**config.mk**
```make
export PLATFORM = sky130hd
export DESIGN_NAME = text_tile_fetcher
export DESIGN_NICKNAME = d
export VERILOG_FILES = /design/src/rtl/text_tile_fetcher.sv
export SDC_FILE = /design/constraint.sdc
export NUM_CORES = 1
export LEC_CHECK = 0
export CELL_PAD_IN_SITES_DETAIL_PLACEMENT = 0
export CELL_PAD_IN_SITES_GLOBAL_PLACEMENT = 1
export CORE_UTILIZATION = 40
export DETAILED_ROUTE_END_ITERATION = 8
export GPL_TIMING_DRIVEN = 0
export PLACE_DENSITY = 0.82
export SYNTH_ARGS = -nofsm -noshare
export SYNTH_HDL_FRONTEND = slang
export SYNTH_SLANG_ARGS = --single-unit
```
**constraint.sdc**
```tcl
create_clock -name clk -period 2.5 [get_ports clk]
set_clock_uncertainty 0.1 [all_clocks]
set_input_delay 0.375 -clock clk [delete_from_list [all_inputs] [get_ports clk]]
set_output_delay 0.375 -clock clk [all_outputs]
set_load 0.05 [all_outputs]
```
**src/rtl/text_tile_fetcher.sv**
```systemverilog
// text_tile_fetcher: walks the character cells of a scanline, fetches
// code then glyph row, and serialises each glyph row MSB-first.
module text_tile_fetcher #(
  parameter int COLS      = 80,
  parameter int ROWS      = 30,
  parameter int FONT_BASE = 2400,
  parameter int ADDR_W    = 13
) (
  input  logic              clk,
  input  logic              reset_n,
  input  logic              line_start,
  input  logic [8:0]        line,
  input  logic              de,
  output logic [ADDR_W-1:0] mem_addr,
  input  logic [7:0]        mem_data,
  output logic              pixel,
  output logic              pixel_valid
);

  localparam int CW = $clog2(COLS + 1);
  localparam logic [9:0] LINES = 10'(ROWS * 8);
  localparam logic [ADDR_W-1:0] COLS_A = ADDR_W'(COLS);
  localparam logic [ADDR_W-1:0] FBASE = ADDR_W'(FONT_BASE);
  localparam logic [CW-1:0] COLS_C = CW'(COLS);

  if (FONT_BASE + 2047 >= (1 << ADDR_W)) begin : g_cfg_chk
    $error("font region does not fit in memory");
  end

  typedef enum logic [2:0] {
    S_IDLE,
    S_PF_CODE,
    S_PF_GLYPH,
    S_ACTIVE,
    S_DONE,
    S_BLANK
  } state_t;

  state_t state;
  state_t state_nxt;

  logic [5:0]        text_row;
  logic [2:0]        glyph_row;
  logic [CW-1:0]     col;
  logic [CW-1:0]     col_nxt;
  logic [2:0]        phase;
  logic [7:0]        shift;
  logic [7:0]        next_glyph;
  logic              pf_valid;
  logic              line_ok;
  logic              adv;
  logic              ph0;
  logic              fetch_char;
  logic              fetch_font;
  logic              cap_glyph;
  logic [ADDR_W-1:0] start_addr;
  logic [ADDR_W-1:0] char_addr;
  logic [ADDR_W-1:0] font_addr;

  assign line_ok    = {1'b0, line} < LINES;
  assign col_nxt    = col + 1'b1;
  assign start_addr = ADDR_W'(line[8:3]) * COLS_A;
  assign char_addr  = ADDR_W'(text_row) * COLS_A
                    + ADDR_W'(col_nxt);
  assign font_addr  = FBASE
                    + ADDR_W'({mem_data, 3'b000})
                    + ADDR_W'(glyph_row);

  always_ff @(posedge clk or negedge reset_n) begin
    if (!reset_n) state <= S_IDLE;
    else          state <= state_nxt;
  end

  always_comb begin
    state_nxt = state;
    if (line_start) begin
      state_nxt = line_ok ? S_PF_CODE : S_BLANK;
    end else begin
      unique case (state)
        S_PF_CODE:  state_nxt = S_PF_GLYPH;
        S_PF_GLYPH: state_nxt = S_ACTIVE;
        S_ACTIVE:
          if (adv && phase == 3'd7 && col == COLS_C)
            state_nxt = S_DONE;
        default: ;
      endcase
    end
  end

  // col already points at the cell being fetched, one ahead of display
  always_comb begin
    adv        = (state == S_ACTIVE) && de && !line_start;
    ph0        = adv && (phase == 3'd0);
    fetch_char = ph0 && (col_nxt < COLS_C);
    fetch_font = !line_start
               && ((state == S_PF_CODE)
               || (adv && phase == 3'd1 && col < COLS_C));
    cap_glyph  = !line_start
               && ((state == S_PF_GLYPH)
               || (adv && phase == 3'd2 && col < COLS_C));
  end

  always_ff @(posedge clk or negedge reset_n) begin
    if (!reset_n) begin
      mem_addr    <= '0;
      pixel       <= 1'b0;
      pixel_valid <= 1'b0;
      text_row    <= '0;
      glyph_row   <= '0;
      col         <= '0;
      phase       <= '0;
      shift       <= '0;
      next_glyph  <= '0;
      pf_valid    <= 1'b0;
    end else begin
      pixel_valid <= de;
      pixel       <= 1'b0;
      if (line_start) begin
        text_row   <= line[8:3];
        glyph_row  <= line[2:0];
        col        <= '0;
        phase      <= '0;
        shift      <= '0;
        next_glyph <= '0;
        pf_valid   <= 1'b0;
        if (line_ok) mem_addr <= start_addr;
      end else begin
        if (fetch_char)      mem_addr <= char_addr;
        else if (fetch_font) mem_addr <= font_addr;
        if (cap_glyph) begin
          next_glyph <= mem_data;
          pf_valid   <= 1'b1;
        end
        if (adv) begin
          phase <= phase + 3'd1;
          pixel <= ph0 ? (pf_valid & next_glyph[7])
                       : shift[7];
          shift <= ph0 ? {next_glyph[6:0], 1'b0}
                       : {shift[6:0], 1'b0};
        end
        if (ph0) begin
          col      <= col_nxt;
          pf_valid <= 1'b0;
        end
      end
    end
  end

endmodule

```
After elaboration in Yosys (flattened, before gate mapping)
Index checks and enable logic that the tools add are counted.

Add/subtract/negate cells: 5. Multipliers: 2. Magnitude comparators: 3. Equal/unequal tests: 9. Muxes and demuxes: 23. Bitwise logic cells: 1. Reductions and logical operators: 24.

Operators with widths (count): $mux 13 (4); $mux 8 (5); $mul 6x3->9 const B (2); $mux 3 (5); $lt 7x7->1 const B (2); $mux 7 (2); $add 12x11->13 const A (1); $add 13x3->13 (1); $add 13x7->13 (1); $logic_and 1x1->1 (12); $eq 3x2->1 const B (3); $lt 9x8->1 const B (1); $pmux 3 s3 (1); $add 7x1->7 const B (1); $eq 7x7->1 const B (1); $eq 3x1->1 const B (2); $mux 1 (6); $reduce_bool 2->1 (3); $reduce_bool 3->1 (2); $reduce_and 2->1 (2); $reduce_bool 4->1 (1); $add 3x1->3 const B (1); $eq 3x3->1 const B (1); $logic_not 3->1 (1); other kinds (5) (6).

Register bits after elaboration: 54. Input port bits: 21. Output and inout bits: 15.

Logic depth before layout (Yosys ltp)
Gate-level depths: netlist of the first run.

Depth after elaboration: 10. Depth in mapped cells: 11. Depth with buffers taken out: 11.

Least setup slack after synthesis of the first run
OpenSTA, ideal clock, no wires.

Path type: flip-flop to flip-flop. From: reg col[0]. To: reg mem_addr[10]. Library setup time: 0.076 ns. Arrival: 2.507 ns. Slack: -0.183 ns. Stages on the path, launching flop included: 11. Path buffers: 0. Cell sequence: dfrtp_1 ha_1 nand3_1 xnor2_1 ha_1 fa_1 a21oi_1 nor3_1 xnor2_1 a221o_1 o21ai_1.

Longest elaborated chain between the ends: 6.

RTL lines: from (decl) (RTL line 44) `logic [CW-1:0] col;`; from (signal assigned) (RTL line 142) `col <= col_nxt;`; branches (longest 6 deep; another with $add 13x7->13); to (signal assigned) (RTL line 126) `if (line_ok) mem_addr <= start_addr;`; to (signal assigned) (RTL line 128) `if (fetch_char) mem_addr <= char_addr;`; to (signal assigned) (RTL line 129) `else if (fetch_font) mem_addr <= font_addr;`; to (decl) (RTL line 14) `output logic [ADDR_W-1:0] mem_addr,`.

Parallel ways; which one is timed is not known. A chain may end at the register's enable or synchronous reset.

Final worst setup path of the first run
From: reg text_row[1]. To: reg mem_addr[10].

Longest elaborated chain between the ends: 4.

RTL lines: from (decl) (RTL line 42) `logic [5:0] text_row;`; from (signal assigned) (RTL line 119) `text_row <= line[8:3];`; $mul 6x3->9 (RTL line 63) `assign char_addr = ADDR_W'(text_row) * COLS_A`; $add 13x7->13 (RTL line 64) `+ ADDR_W'(col_nxt);`; $mux 13 (RTL line 128); $mux 13 (RTL line 118) `if (line_start) begin`.

Every way passes these cells.

==> results.md, run 1 <==
* Status: completed
* Placer Congestion at 0.864
* Post-synth EDFFs at 0
* Fillers at roughly 760
* Die span in y at around 94 µm
* # diodes at 0
* Vias in the first global route at ~2600
* Port-buffer cells at 34
* Cells after DPL at ~480
* Setup CP Type: reg2reg
* Area Growth Syn to Fin at 27.5%
* Crit path time final at around 2500 ps
* Via count at around 2700
* Synth top cells by count: 53 x dfrtp_1, 35 x nand2_1, 27 x ha_1
* Post-DR wirelength/cell at 16.7 µm
* Unique masters post-synth at between 50 and 60
* Worst hold path class: reg2reg
* Slew Viols, Final at 0
* Initial antenna violation count at 0
* Startpoint Class: flop
* Crit Reg-Reg Endpoint: mem_addr[10]$_DFFE_PN0P_
* I/O Pins at 36
* CTS tree: built
* Final WL at ~8400 µm
* Sequential area share after synthesis at ~39%
* Worst path bufs/invs at 0
* Slowest cell delay on critical path at approximately 540 ps
* H-tree lvl count at 2
* Die ar. at 0.00885 mm²
* Synth warn at 0
* Crit-path cells: ha_4, ha_2, fa_2, nand2_2, nor3_2, xnor2_1, a221o_1, o21ai_1
* Post-synth top area share at about two fifths
* Nets at roughly 450
* Largest cells by area after synthesis: dfrtp_1 39%, ha_1 10%, mux2i_1 5.3%, xnor2_1 4.6%, nand2_1 3.9%
* Slew headroom at 49.7%
* First-pass GRT wire length at around 14000 µm
* FF+latch count, synth at 53
* Final Cell Area at 0.00432 mm²
* Antenna-violating nets left at 0
* Row count at 33
* Unrepaired setup endpoints after global routing: true
* GR Overflow Total at 0
* Reg2reg path depth at 8
* Area of the core at a little over 0.008 mm²
* Share of layout cells above drive strength 1 at a little over 20%
* Mapped Nets at 392
* CTS clk-pin slew, worst paths at 100 ps
* RR Startpoint: text_row[1]$_DFFE_PN0P_
* Cell Pwr Density at between 600 and 700 mW/mm²
* Most common cell in the netlist: dfrtp_1
* Avg Cell Area, Syn at 9.94 µm²
* DP Area at 0.00390 mm²
* Drt drc at 0
* Hold_sp: mem_addr[2]$_DFFE_PN0P_
* Peak supply drop at around 470 µV
* Lkg Pwr at about 1.8 nW
* Cts bufs inserted at 5
* Cell taking the most area after synthesis: dfrtp_1
* Total power at 2.67 mW
* Endpoints failing hold at 0
* Data arrival time of the worst path at between 2000 and 3000 ps
* CP delay by family, top: adder cells
* Ys async rst share at between 90% and 100%
* Core Util, Final at 52.6%
* Clk buf depth at 2
* Hold path cells at 1
* Starting Density at approximately 41%
* Slowest-stage cell, CP: fa_2
* R2R setup slack at around 18 ps
* Final Setup Violations at 0
* Worst EP required at approximately 2600 ps
* Largest net degree at the start of global routing at 40
* Worst skew pair latency at 310 ps
* Post-Place Worst Slack at -331 ps
* Setup TNS at 0 ps
* Gate Count Post-Synth at approximately 340
* DR iter-0 viols at 97
* Top_reg_cell synth: dfrtp_1
* Initial DRT Pass Iterations at 4
* Tot GR Track Use at 20.3%
* Horiz. Die Dim at around 94 µm
* Max Cap Violations at 0
* Layout Cells excl Fill at 503
* Root Driver: clkbuf_8
* DP Wirelength at between 6000 and 7000 µm
* Fin Hold WS at just under 400 ps
* Post-Syn Area at roughly 0.0034 mm²
* Fmax at 403 MHz
* Worst-Margin Slew at approximately 750 ps
* Fin worst setup slack at 17.7 ps
* Crit end category: flop
* Worst Hold Path EP: mem_addr[2]$_DFFE_PN0P_
* Via/cell ratio at ~5.4
* CTS sink count at 53
* Worst-path fanout max at 2
* Fin crit share at 99.3%
[routing by layer]
| metal | up-vias | part of all wire, % | routed length, µm | track usage [%] |
|---|---|---|---|---|
| met5 | - | 0 | 0 | 0 |
| met4 | 0 | 1.9 | 159 | 5.38 |
| met3 | 16 | 3.4 | 285 | 3.40 |
| met2 | 65 | 47 | 3940 | 32.4 |
| met1 | 1297 | 48 | 4020 | 28.3 |
| li1 | 1320 | - | - | - |
[cell type report]
type | instances | area (µm²) | area share [%]
clock inverter | 2 | 17.5 | 0.405
inverter | 12 | 45.0 | 1.04
timing repair buffer | 49 | 470 | 10.9
tap | 105 | 131 | 3.04
multi-input combinational | 258 | 2140 | 49.5
clock buffer | 6 | 82.6 | 1.91
buffer | 18 | 105 | 2.43
sequential | 53 | 1330 | 30.8
[sequential cells by signal (all words and copies together) (netlist names), 3 cells and up]
signal	count
next_glyph	8
col	7
state	3
shift	7
mem_addr	13
text_row	6
glyph_row	3
phase	3
[kinds of logic after synthesis]
family	count (synthesis)	share of synthesized area, %
flops	53	39.1
mux	28	8.63
buf+inv	30	3.73
simple gates	103	15.2
fa+ha+maj	30	11.7
compound gates	71	14.5
xor+xnor	26	7.12
[power breakdown]
| part | internal (mW) | leakage, nW | switching [mW] | total, mW |
|---|---|---|---|---|
| Sequential | 0.960 | 0.685 | 0.0735 | 1.03 |
| Combinational | 0.448 | 1.10 | 0.642 | 1.09 |
| Clock | 0.231 | 0.0518 | 0.315 | 0.546 |
[cells in the final DEF (no fill, tap or decap), types with 4 or more instances in the layout]
cell type and instances:
dfrtp_1 50, nand2_1 33, clkdlybuf4s50_1 33, nor2_1 23, ha_1 23, mux2i_1 18, xnor2_1 16, o21ai_0 13
buf_4 13, a21oi_1 12, inv_1 10, mux2_2 10, nand3_1 8, buf_2 7, a21o_1 7, nand2b_1 6
clkbuf_8 6, buf_6 5, clkbuf_1 5, xor2_1 5, o21ai_1 5, a31oi_1 4, nor3_1 4, nor2b_1 4
[worst max path at each step]
stage                             from                        to  slack, ps  cells past startpoint
4_1_cts             col[0]$_DFFE_PN0N_  mem_addr[10]$_DFFE_PN0P_         -8                     10
3_5_place_dp        col[0]$_DFFE_PN0N_  mem_addr[10]$_DFFE_PN0P_       -330                     10
5_1_grt             col[0]$_DFFE_PN0N_  mem_addr[10]$_DFFE_PN0P_        -90                     10
6_report       text_row[1]$_DFFE_PN0P_  mem_addr[10]$_DFFE_PN0P_         20                      8
3_3_place_gp                   reset_n        col[1]$_DFFE_PN0N_       -940                      1
2_1_floorplan       col[0]$_DFFE_PN0N_  mem_addr[10]$_DFFE_PN0P_        0.6                     10
[timing repair]
item | 4_1_cts | 5_1_grt
resized for setup | 20 | 28
pin swaps | 9 | 7
hold endpoints to repair | 14 | 0
hold buffers | 1 | 0
gates cloned | 0 | 0
endpoints found under the setup margin | 9 | 13
buffers inserted | 6 | 7
Note: power is estimated with default switching activity, not from simulation.
==> run 2, diff against run 1 <==
--- a/config.mk
+++ b/config.mk
@@ -7,10 +7,10 @@
 export LEC_CHECK = 0
 export CELL_PAD_IN_SITES_DETAIL_PLACEMENT = 0
 export CELL_PAD_IN_SITES_GLOBAL_PLACEMENT = 1
-export CORE_UTILIZATION = 40
+export CORE_UTILIZATION = 37
 export DETAILED_ROUTE_END_ITERATION = 8
 export GPL_TIMING_DRIVEN = 0
-export PLACE_DENSITY = 0.82
+export PLACE_DENSITY = 0.77
 export SYNTH_ARGS = -nofsm -noshare
 export SYNTH_HDL_FRONTEND = slang
 export SYNTH_SLANG_ARGS = --single-unit
==> results.md, run 2 (synthesis gave the netlist of run 1 again) <==
* Data arrival time of the worst path at approximately 2600 ps
* Worst EP required at ~2600 ps
* Via/cell ratio at 5.36
* H-tree lvl count at 2
* Psw at about 1.1 mW
* Area of the core at about 0.0088 mm²
* Port-buffer cells at 34
* Top flop regs: mem_addr: 13 flops, next_glyph: 8 flops
* Crit path time final at 2500 ps
* Initial DRT Pass Iterations at 6
* Slew Viols, Final at 0
* CTS clk-pin slew, worst paths at roughly 100 ps
* Worst-path fanout max at 2
* First-pass GRT wire length at approximately 14000 µm
* GR Overflow Total at 0
* Cts bufs inserted at 5
* Worst hold path class: reg2reg
* Register name with the most flops: mem_addr
* Drt drc at 4
* Slew headroom at 48.4%
* Initial antenna violation count at 0
* Status: complete, but fails checks
* Starting Density at roughly two fifths
* Commonest non-fill, non-tap cell in the layout: dfrtp_1
* Horiz. Die Dim at 97.7 µm
* Endpoints failing hold at 0
* Lkg Pwr at ~1.9 nW
* # diodes at 0
* Row count at 34
* Internal power at 1.69 mW
* Die span in y at 97.7 µm
* DR iter-0 viols at 120
* Placer Congestion at just over 0.8
* Post-DR wirelength/cell at between 15 and 20 µm
* Worst-Margin Slew at between 700 and 800 ps
* Fmax at approximately 400 MHz
* DP Wirelength at 6110 µm
* Commonest cells after routing, fill and taps aside: 49 x dfrtp_1, 34 x nand2_1, 33 x clkdlybuf4s50_1, 23 x nor2_1, 22 x ha_1
* CTS tree: built
* Via count at ~2700
* Fin crit share at ~100%
* Root Driver: clkbuf_8
* Power share of the clock group at 19.9%
* Failing checks: DRC
* Crit end category: flop
* Sw frac at around two fifths
* Core Util, Final at 50.8%
* Nets at approximately 450
* Cell Pwr Density at 619 mW/mm²
* Sequential share of power at between 30 and 40%
* CTS sink count at 53
* Peak supply drop at 378 µV
* Antenna-violating nets left at 0
* Startpoint Class: flop
* Setup CP Type: reg2reg
* Clk buf depth at 2
* Die ar. at 0.00955 mm²
* Max Cap Violations at 0
* Unrepaired setup endpoints after global routing: true
* Final Setup Violations at 0
* Layout Cells excl Fill at between 500 and 600
* Tot GR Track Use at 18.7%
* Combinational Power Share at 42.9%
* Cells after DPL at a little under 500
* I/O Pins at 36
* Largest net degree at the start of global routing at 30
* Area Growth Syn to Fin at 31.9%
* Share of layout cells above drive strength 1 at between 20% and 30%
* Worst skew pair latency at a little over 300 ps
* Number of flip-flops under the largest register name at 13
* Total power at ~2.8 mW
* Vias in the first global route at roughly 2700
* Final WL at between 8000 and 9000 µm
## run 2: critical path, cell delays in order (launching register included)
cell	delay (ps)
dfrtp_2	430
ha_1	300
ha_2	200
fa_1	530
nand2_2	70
nor3_2	240
xnor2_1	110
a221o_1	340
o21ai_1	120
## run 2: repair_timing
action                                  in CTS  in global routing
hold buffers                                 1                  0
gates cloned                                 0                  0
pin swaps                                    9                 16
endpoints found under the hold margin       19                  0
gates resized for setup                     19                 45
buffers inserted                            10                  8
endpoints found under the setup margin      12                 13
## run 2: power by group through the flow
stage / registers (mW) / clock network, mW / logic, mW
6_report: 1.03 / 0.551 / 1.19
5_1_grt: 1.05 / 0.601 / 1.27
4_1_cts: 1.03 / 0.561 / 1.06
3_5_place_dp: 1.05 / 0 / 1.01
3_3_place_gp: 1.05 / 0 / 0.999
2_1_floorplan: 1.26 / 0 / 0.472
## run 2: layout make-up
cell class / count / area [µm²]
clock inverter: 2 / 17.5
fill: 808 / 4330
sequential: 53 / 1330
inverter: 12 / 45.0
multi-input combinational: 258 / 2230
buffer: 18 / 110
clock buffer: 6 / 82.6
tap: 108 / 135
timing repair buffer: 53 / 517
## run 2: through the flow
| stage | worst slack (ps) | hold WS [ps] | setup TNS [ps] | instance area (µm²) |
|---|---|---|---|---|
| after floorplan | 0.601 | -20.6 | 0 | 3410 |
| after global placement | -973 | 363 | -42870 | 3890 |
| after detailed placement | -332 | 332 | -1900 | 3900 |
| after CTS | 1.33 | 397 | 0 | 4180 |
| after global routing | -75.9 | 424 | -286 | 4470 |
| final | 3.67 | 393 | 0 | 4470 |
## run 2: path summary, 6_finish.rpt
path | from | to | slack (ps) | depth (start not counted)
max | text_row[1]$_DFFE_PN0P_ | mem_addr[10]$_DFFE_PN0P_ | 4 | 8
min | mem_addr[2]$_DFFE_PN0P_ | mem_addr[2]$_DFFE_PN0P_ | 390 | 1
max reg2reg | text_row[1]$_DFFE_PN0P_ | mem_addr[10]$_DFFE_PN0P_ | 4 | 8
min reg2reg | mem_addr[2]$_DFFE_PN0P_ | mem_addr[2]$_DFFE_PN0P_ | 390 | 1
max in group asynchronous | reset_n | col[4]$_DFFE_PN0N_ | 1200 | 3
min in group asynchronous | reset_n | pixel_valid$_DFF_PN0_ | 510 | 2
## run 2: per-layer routing
metal  wire length (µm)  vias up  GRT usage [%]  part of all wire, %
li1                   -     1335              -                    -
met1               4170     1344           26.0                   48
met2               4170       47           31.0                   48
met3                203        8           2.51                  2.3
met4                126        0           4.55                  1.5
met5                  0        -              0                    0
==> run 3, diff against run 2 <==
--- a/config.mk
+++ b/config.mk
@@ -5,12 +5,14 @@
 export SDC_FILE = /design/constraint.sdc
 export NUM_CORES = 1
 export LEC_CHECK = 0
+export CAP_MARGIN = 25
 export CELL_PAD_IN_SITES_DETAIL_PLACEMENT = 0
 export CELL_PAD_IN_SITES_GLOBAL_PLACEMENT = 1
 export CORE_UTILIZATION = 37
 export DETAILED_ROUTE_END_ITERATION = 8
 export GPL_TIMING_DRIVEN = 0
 export PLACE_DENSITY = 0.77
+export REMOVE_ABC_BUFFERS = 1
 export SYNTH_ARGS = -nofsm -noshare
 export SYNTH_HDL_FRONTEND = slang
 export SYNTH_SLANG_ARGS = --single-unit
==> results.md, run 3 (synthesis gave the netlist of run 1 again) <==
* Area Growth Syn to Fin at 27.2%
* Port-buffer cells at 35
* DR iter-0 viols at 74
* Psw at between 1 and 1.5 mW
* Max Cap Violations at 0
* Startpoint Class: flop
* Clk buf depth at 2
* First-pass GRT wire length at 13700 µm
* Worst hold path class: in2async
* Cell Pwr Density at 625 mW/mm²
* Power share of the clock group at slightly above 20%
* Worst EP required at ~2600 ps
* Post-Place Worst Slack at -823 ps
* Post-DR wirelength/cell at about 16 µm
* Fin Hold WS at -12.2 ps
* Root Driver: clkbuf_8
* # diodes at 0
* Starting Density at 38.5%
* Setup TNS at -9.28 ps
* Via/cell ratio at about 5.4
* Endpoints failing hold at 28
* Area of the core at 0.00881 mm²
* Combinational Power Share at about two fifths
* Row count at 34
* Cts bufs inserted at 5
* Worst-path fanout max at 5
* Status: complete, but fails checks
* Crit path time final at roughly 2500 ps
* Data arrival time of the worst path at about 2700 ps
* I/O Pins at 36
* Worst-Margin Slew at slightly below 700 ps
* Commonest non-fill, non-tap cell in the layout: dfrtp_1
* Sw frac at roughly two fifths
* Initial antenna violation count at 0
* Antenna-violating nets left at 0
* Placer Congestion at between 0.8 and 0.9
* Unrepaired setup endpoints after global routing: true
* Worst path bufs/invs at 2
* Fmax at 399 MHz
* Internal power at 1.66 mW
* Commonest cells after routing, fill and taps aside: 47 x dfrtp_1, 33 x nand2_1, 33 x clkdlybuf4s50_1, 24 x nor2_1, 24 x ha_1
* Drt drc at 4
* Initial DRT Pass Iterations at 6
* Core Util, Final at between 40% and 50%
* Post-CTS Hold Buffers at 0
* Top flop regs: mem_addr: 13 flops, next_glyph: 8 flops
* Most used cell along the critical path: buf_4
* Vias in the first global route at 2819
* Nets at about 440
* Die span in y at between 90 and 100 µm
* Number of flip-flops under the largest register name at 13
* Peak supply drop at approximately 370 µV
* Slew Viols, Final at 0
* CTS sink count at between 50 and 60
* Final Setup Violations at 1
* Final WL at 8070 µm
* Sequential share of power at about two fifths
* Lkg Pwr at around 1.8 nW
* Largest net degree at the start of global routing at 31
* CTS tree: built
* CTS clk-pin slew, worst paths at 110 ps
* Share of layout cells above drive strength 1 at a little over a fifth
* Via count at 2684
* Worst skew pair latency at ~310 ps
* Fin crit share at 100%
* Slowest-stage cell, CP: dfrtp_2
* Slew headroom at between 50% and 60%
* Crit-path cells: buf_4, nand3_2, nor2_4, xor2_2, buf_4, fa_2, a21oi_4, nor3_4, xnor2_1, a221o_1, o21ai_1
* Fin worst setup slack at -9.28 ps
* Setup CP Type: reg2reg
* Failing checks: DRC, hold timing, setup timing
* CP delay by family, top: compound AO/OA/AOI/OAI gates
* Crit end category: flop
* Slowest cell delay on critical path at 450 ps
* Register name with the most flops: mem_addr
* Tot GR Track Use at between 10% and 20%
* Horiz. Die Dim at around 98 µm
* H-tree lvl count at 2
* Die ar. at between 0.009 and 0.01 mm²
* DP Wirelength at between 5000 and 6000 µm
* GR Overflow Total at 0
-- run 3: changes by cell type in the layout (fill, tap and decap cells not counted), moves of 3 or more --
cell / before / now
nand3_4: 4 / 1
buf_6: 6 / 2
buf_2: 5 / 1
buf_4: 15 / 19
xnor2_2: 6 / 3
clkbuf_1: 5 / 0
xnor2_1: 11 / 15
-- run 3: power groups by stage --
stage	Sequential (mW)	Clock (mW)	Combinational, mW
2_1_floorplan	1.28	0	0.434
6_report	1.05	0.545	1.10
3_3_place_gp	1.06	0	0.966
5_1_grt	1.07	0.600	1.19
4_1_cts	1.05	0.567	1.06
3_5_place_dp	1.06	0	0.990
-- run 3: what timing repair did --
item	in CTS	in global routing
buffers inserted	13	5
pin swaps	2	14
setup endpoints to repair	17	14
endpoints found under the hold margin	0	0
resized for setup	21	23
-- run 3: area by class of cell --
class	count	area [µm²]
clock buffer	6	82.6
clock inverter	2	17.5
fill	833	4490
inverter	12	45.0
multi-input combinational	258	2140
sequential	53	1330
tap	108	135
timing repair buffer	58	561
-- run 3: metrics by stage --
step,hold WS [ps],area [µm²],power (mW),instances
after global placement,362,3790,2.03,466
after detailed placement,361,3860,2.05,471
after CTS,5.66,4160,2.68,492
final,-12.2,4310,2.70,497
after global routing,28.8,4310,2.86,497
after floorplan,-20.6,3310,1.71,323
-- run 3: final timing paths --
| path | start | to | slack [ps] | depth (start not counted) |
|---|---|---|---|---|
| worst max-delay path | col[1]$_DFFE_PN0N_ | mem_addr[10]$_DFFE_PN0P_ | -9 | 11 |
| worst min-delay path | reset_n | shift[4]$_DFFE_PN0P_ | -10 | 1 |
| worst max register to register | col[1]$_DFFE_PN0N_ | mem_addr[10]$_DFFE_PN0P_ | -9 | 11 |
| worst min register to register | mem_addr[2]$_DFFE_PN0P_ | mem_addr[2]$_DFFE_PN0P_ | 380 | 1 |
| max in group asynchronous | reset_n | col[0]$_DFFE_PN0N_ | 1720 | 2 |
| min in group clk | line_start | next_glyph[3]$_DFFE_PN0P_ | 320 | 2 |
-- run 3: metal layers --
layer	track usage, %	routed length (µm)
met1	23.4	3750
met2	30.8	4030
met3	2.00	176
met4	6.41	121
met5	0	0
==> RTL change (flow settings as in run 1) <==
Encoding of `state_t`: now one-hot (6 bits for 6 states).
--- a/src/rtl/text_tile_fetcher.sv
+++ b/src/rtl/text_tile_fetcher.sv
@@ -29,9 +29,9 @@
 
-  typedef enum logic [2:0] {
-    S_IDLE,
-    S_PF_CODE,
-    S_PF_GLYPH,
-    S_ACTIVE,
-    S_DONE,
-    S_BLANK
+  typedef enum logic [5:0] {
+    S_IDLE     = 6'b000001,
+    S_PF_CODE  = 6'b000010,
+    S_PF_GLYPH = 6'b000100,
+    S_ACTIVE   = 6'b001000,
+    S_DONE     = 6'b010000,
+    S_BLANK    = 6'b100000
   } state_t;
Check against the original RTL: same outputs for any inputs over 10 cycles, from zero or initial values and one cycle with reset_n low; not proved beyond that.
==> RTL change against run 1 <==
- core utilization fell by 0.45 points
- die area rose by 2.6%
- area after synthesis is 2.7% higher
- routed wire length rose by 1.7%
- total power is 17% lower
- worst setup slack improved by 26 ps
- sequential cell count increased by 3
- final area up 0.64%
- sequential share of layout area rose by 1.6 points
==> RTL change: results (changes against run 1) <==
* Pin count of the biggest net entering global routing at 37 (-7.5%)
* Via/cell ratio at 5.664 (+5.6%)
* Post-synthesis adder-cell area fraction at 11.43% (-0.31 points)
* Cts bufs inserted at 5 (unchanged)
* Longest Clk Path Bufs at 2 (unchanged)
* Share of cells above drive strength 1 at 19.35% (-1.0 points)
* First-pass GRT wire length at 14040 microns (+3.0%)
* Nets at 448 (unchanged)
* M1 GR Usage at 28.82% (+0.52 points)
* Hold Crit Start: line[4]
* Status: finished, final reports clean
* Gr usage total at 20.37% (+0.097 points)
* Met1 wire length at 4114 microns (+2.3%)
* Top Registers: mem_addr (13), next_glyph (8)
* Post-synth top flop: dfrtp_1
* Met3 Use GR at 2.951% (-0.45 points)
* Ys async rst share at 100.0% (unchanged)
* CP arrival at 2560 ps (-60 ps)
* Detailed placement HPWL at 6309 microns (+4.7%)
* Met2 usage at 32.68% (+0.26 points)
* H-tree Lvls at 2 (unchanged)
* WL met3 at 252 microns (-12%)
* Iteration-0 DRC Markers at 289 (+200%)
* LEAKAGE at 1.915 nW (+4.3%)
* Post-Route WL at 8559 microns (+1.7%)
* Crit-path slowest cell: or4_4
* DRC Markers at 0 (unchanged)
* Initial antenna violation count at 0 (unchanged)
* Fill cell count at 749 (-1.6%)
* # diodes at 0 (unchanged)
* Slew HR at 57.86% (+8.2 points)
* Delay-heaviest family, CP: simple AND/OR/NAND/NOR gates
* Hold Path Stages at 2 (+1)
* Worst path max stage delay at 600 ps (+60 ps)
* Port bufs at 35 (+2.9%)
* End point of the worst hold path: text_row[1]$_DFFE_PN0P_
* Crit Reg-Reg Endpoint: mem_addr[12]$_DFFE_PN0P_
* GP Congestion at 0.8563 (-0.91%)
* Critical Path Sink Type: flop
* Synth Area in XOR/XNOR at 6.971% (-0.15 points)
* Synth warn at 0 (unchanged)
* Clk Latency, worst-skew pair at 310 ps (about the same)
* Post-synth cell types at 52 (-5.5%)
* Reg clk slew, reported paths at 100 ps (about the same)
* Most area-consuming cells after synthesis: dfrtp_1, ha_1, mux2i_1
* Initial DRT Pass Iterations at 4 (unchanged)
* Worst Reg2Reg Path Length in Cells at 6 (-2)
* Critical-path maximum fanout at 5 (+3)
* Sequential-to-total area share from yosys stat at 40.28% (+1.2 points)
* Crit. Startpoint: state[5]$_DFFE_PN0P_
* Met2 wire len at 4108 microns (+4.2%)
* VDD IR max at 0.3103 mV (-34%)
* Vias in the first global route at 2775 (+4.9%)
* Post-synthesis mux area share at 8.732% (+0.097 points)
* Synth Net Count at 395 (+0.77%)
* Synth cell count leaders: dfrtp_1, nor2_1, ha_1
* Synth Area in Compound Gates at 15.99% (+1.5 points)
* Worst reg-to-reg setup slack at 40 ps (+30 ps)
* Top layer used by detailed routing: met4
* Hold Crit Class: input port to flop
## RTL change: changes by cell type after synthesis, moves of 6 or more
cell	delta
nand2_1	-15
nor2_1	+11
buf_2	-9
a21oi_1	+6
a221o_1	+6
and3_1	+6
clkbuf_1	+6
## RTL change: final cells by class
cell class	instances	area [sq um]	share of cell area (%)
Multi-Input combinational cell	262	2138	49.15
Sequential cell	56	1410	32.41
Timing Repair Buffer	52	494.2	11.36
Tap cell	105	131.4	3.020
Clock buffer	8	90.09	2.071
Buffer	10	48.80	1.122
Inverter	10	37.54	0.8628
## RTL change: logic make-up (layout without fill, tap and decap cells)
family          after synthesis  after routing
simple gates                 96             96
compound gates               81             81
flops                        56             56
fa+ha+maj                    30             30
mux                          29             29
xor+xnor                     26             26
buf+inv                      26             80
## RTL change: per-stage QoR
| step | hold WS (ps) | instance area [sq um] | utilization (%) | worst slack [ps] | instances |
|---|---|---|---|---|---|
| 2_1_floorplan | -20.59 | 3482 | - | 40.44 | 344 |
| 3_3_place_gp | 377.8 | 3964 | 47.52 | -776.9 | 484 |
| 3_5_place_dp | 260.8 | 3979 | 47.70 | -519.3 | 485 |
| 4_1_cts | 400.3 | 4184 | 50.17 | -11.03 | 496 |
| 5_1_grt | 364.0 | 4350 | 52.16 | -30.60 | 503 |
| 6_report | 353.7 | 4350 | 52.16 | 43.65 | 503 |
## RTL change: what timing repair did
item / 4_1_cts / 5_1_grt
pin swaps: 3 / 8
resized for setup: 18 / 33
setup endpoints to repair: 22 / 25
hold buffers: 1 / 0
endpoints found under the hold margin: 20 / 0
setup buffers: 7 / 8
## RTL change: where the power goes
part | internal, mW | switching (mW)
Clock | 0.227 | 0.289
Sequential | 0.960 | 0.0516
Combinational | 0.294 | 0.392
Total | 1.48 | 0.733
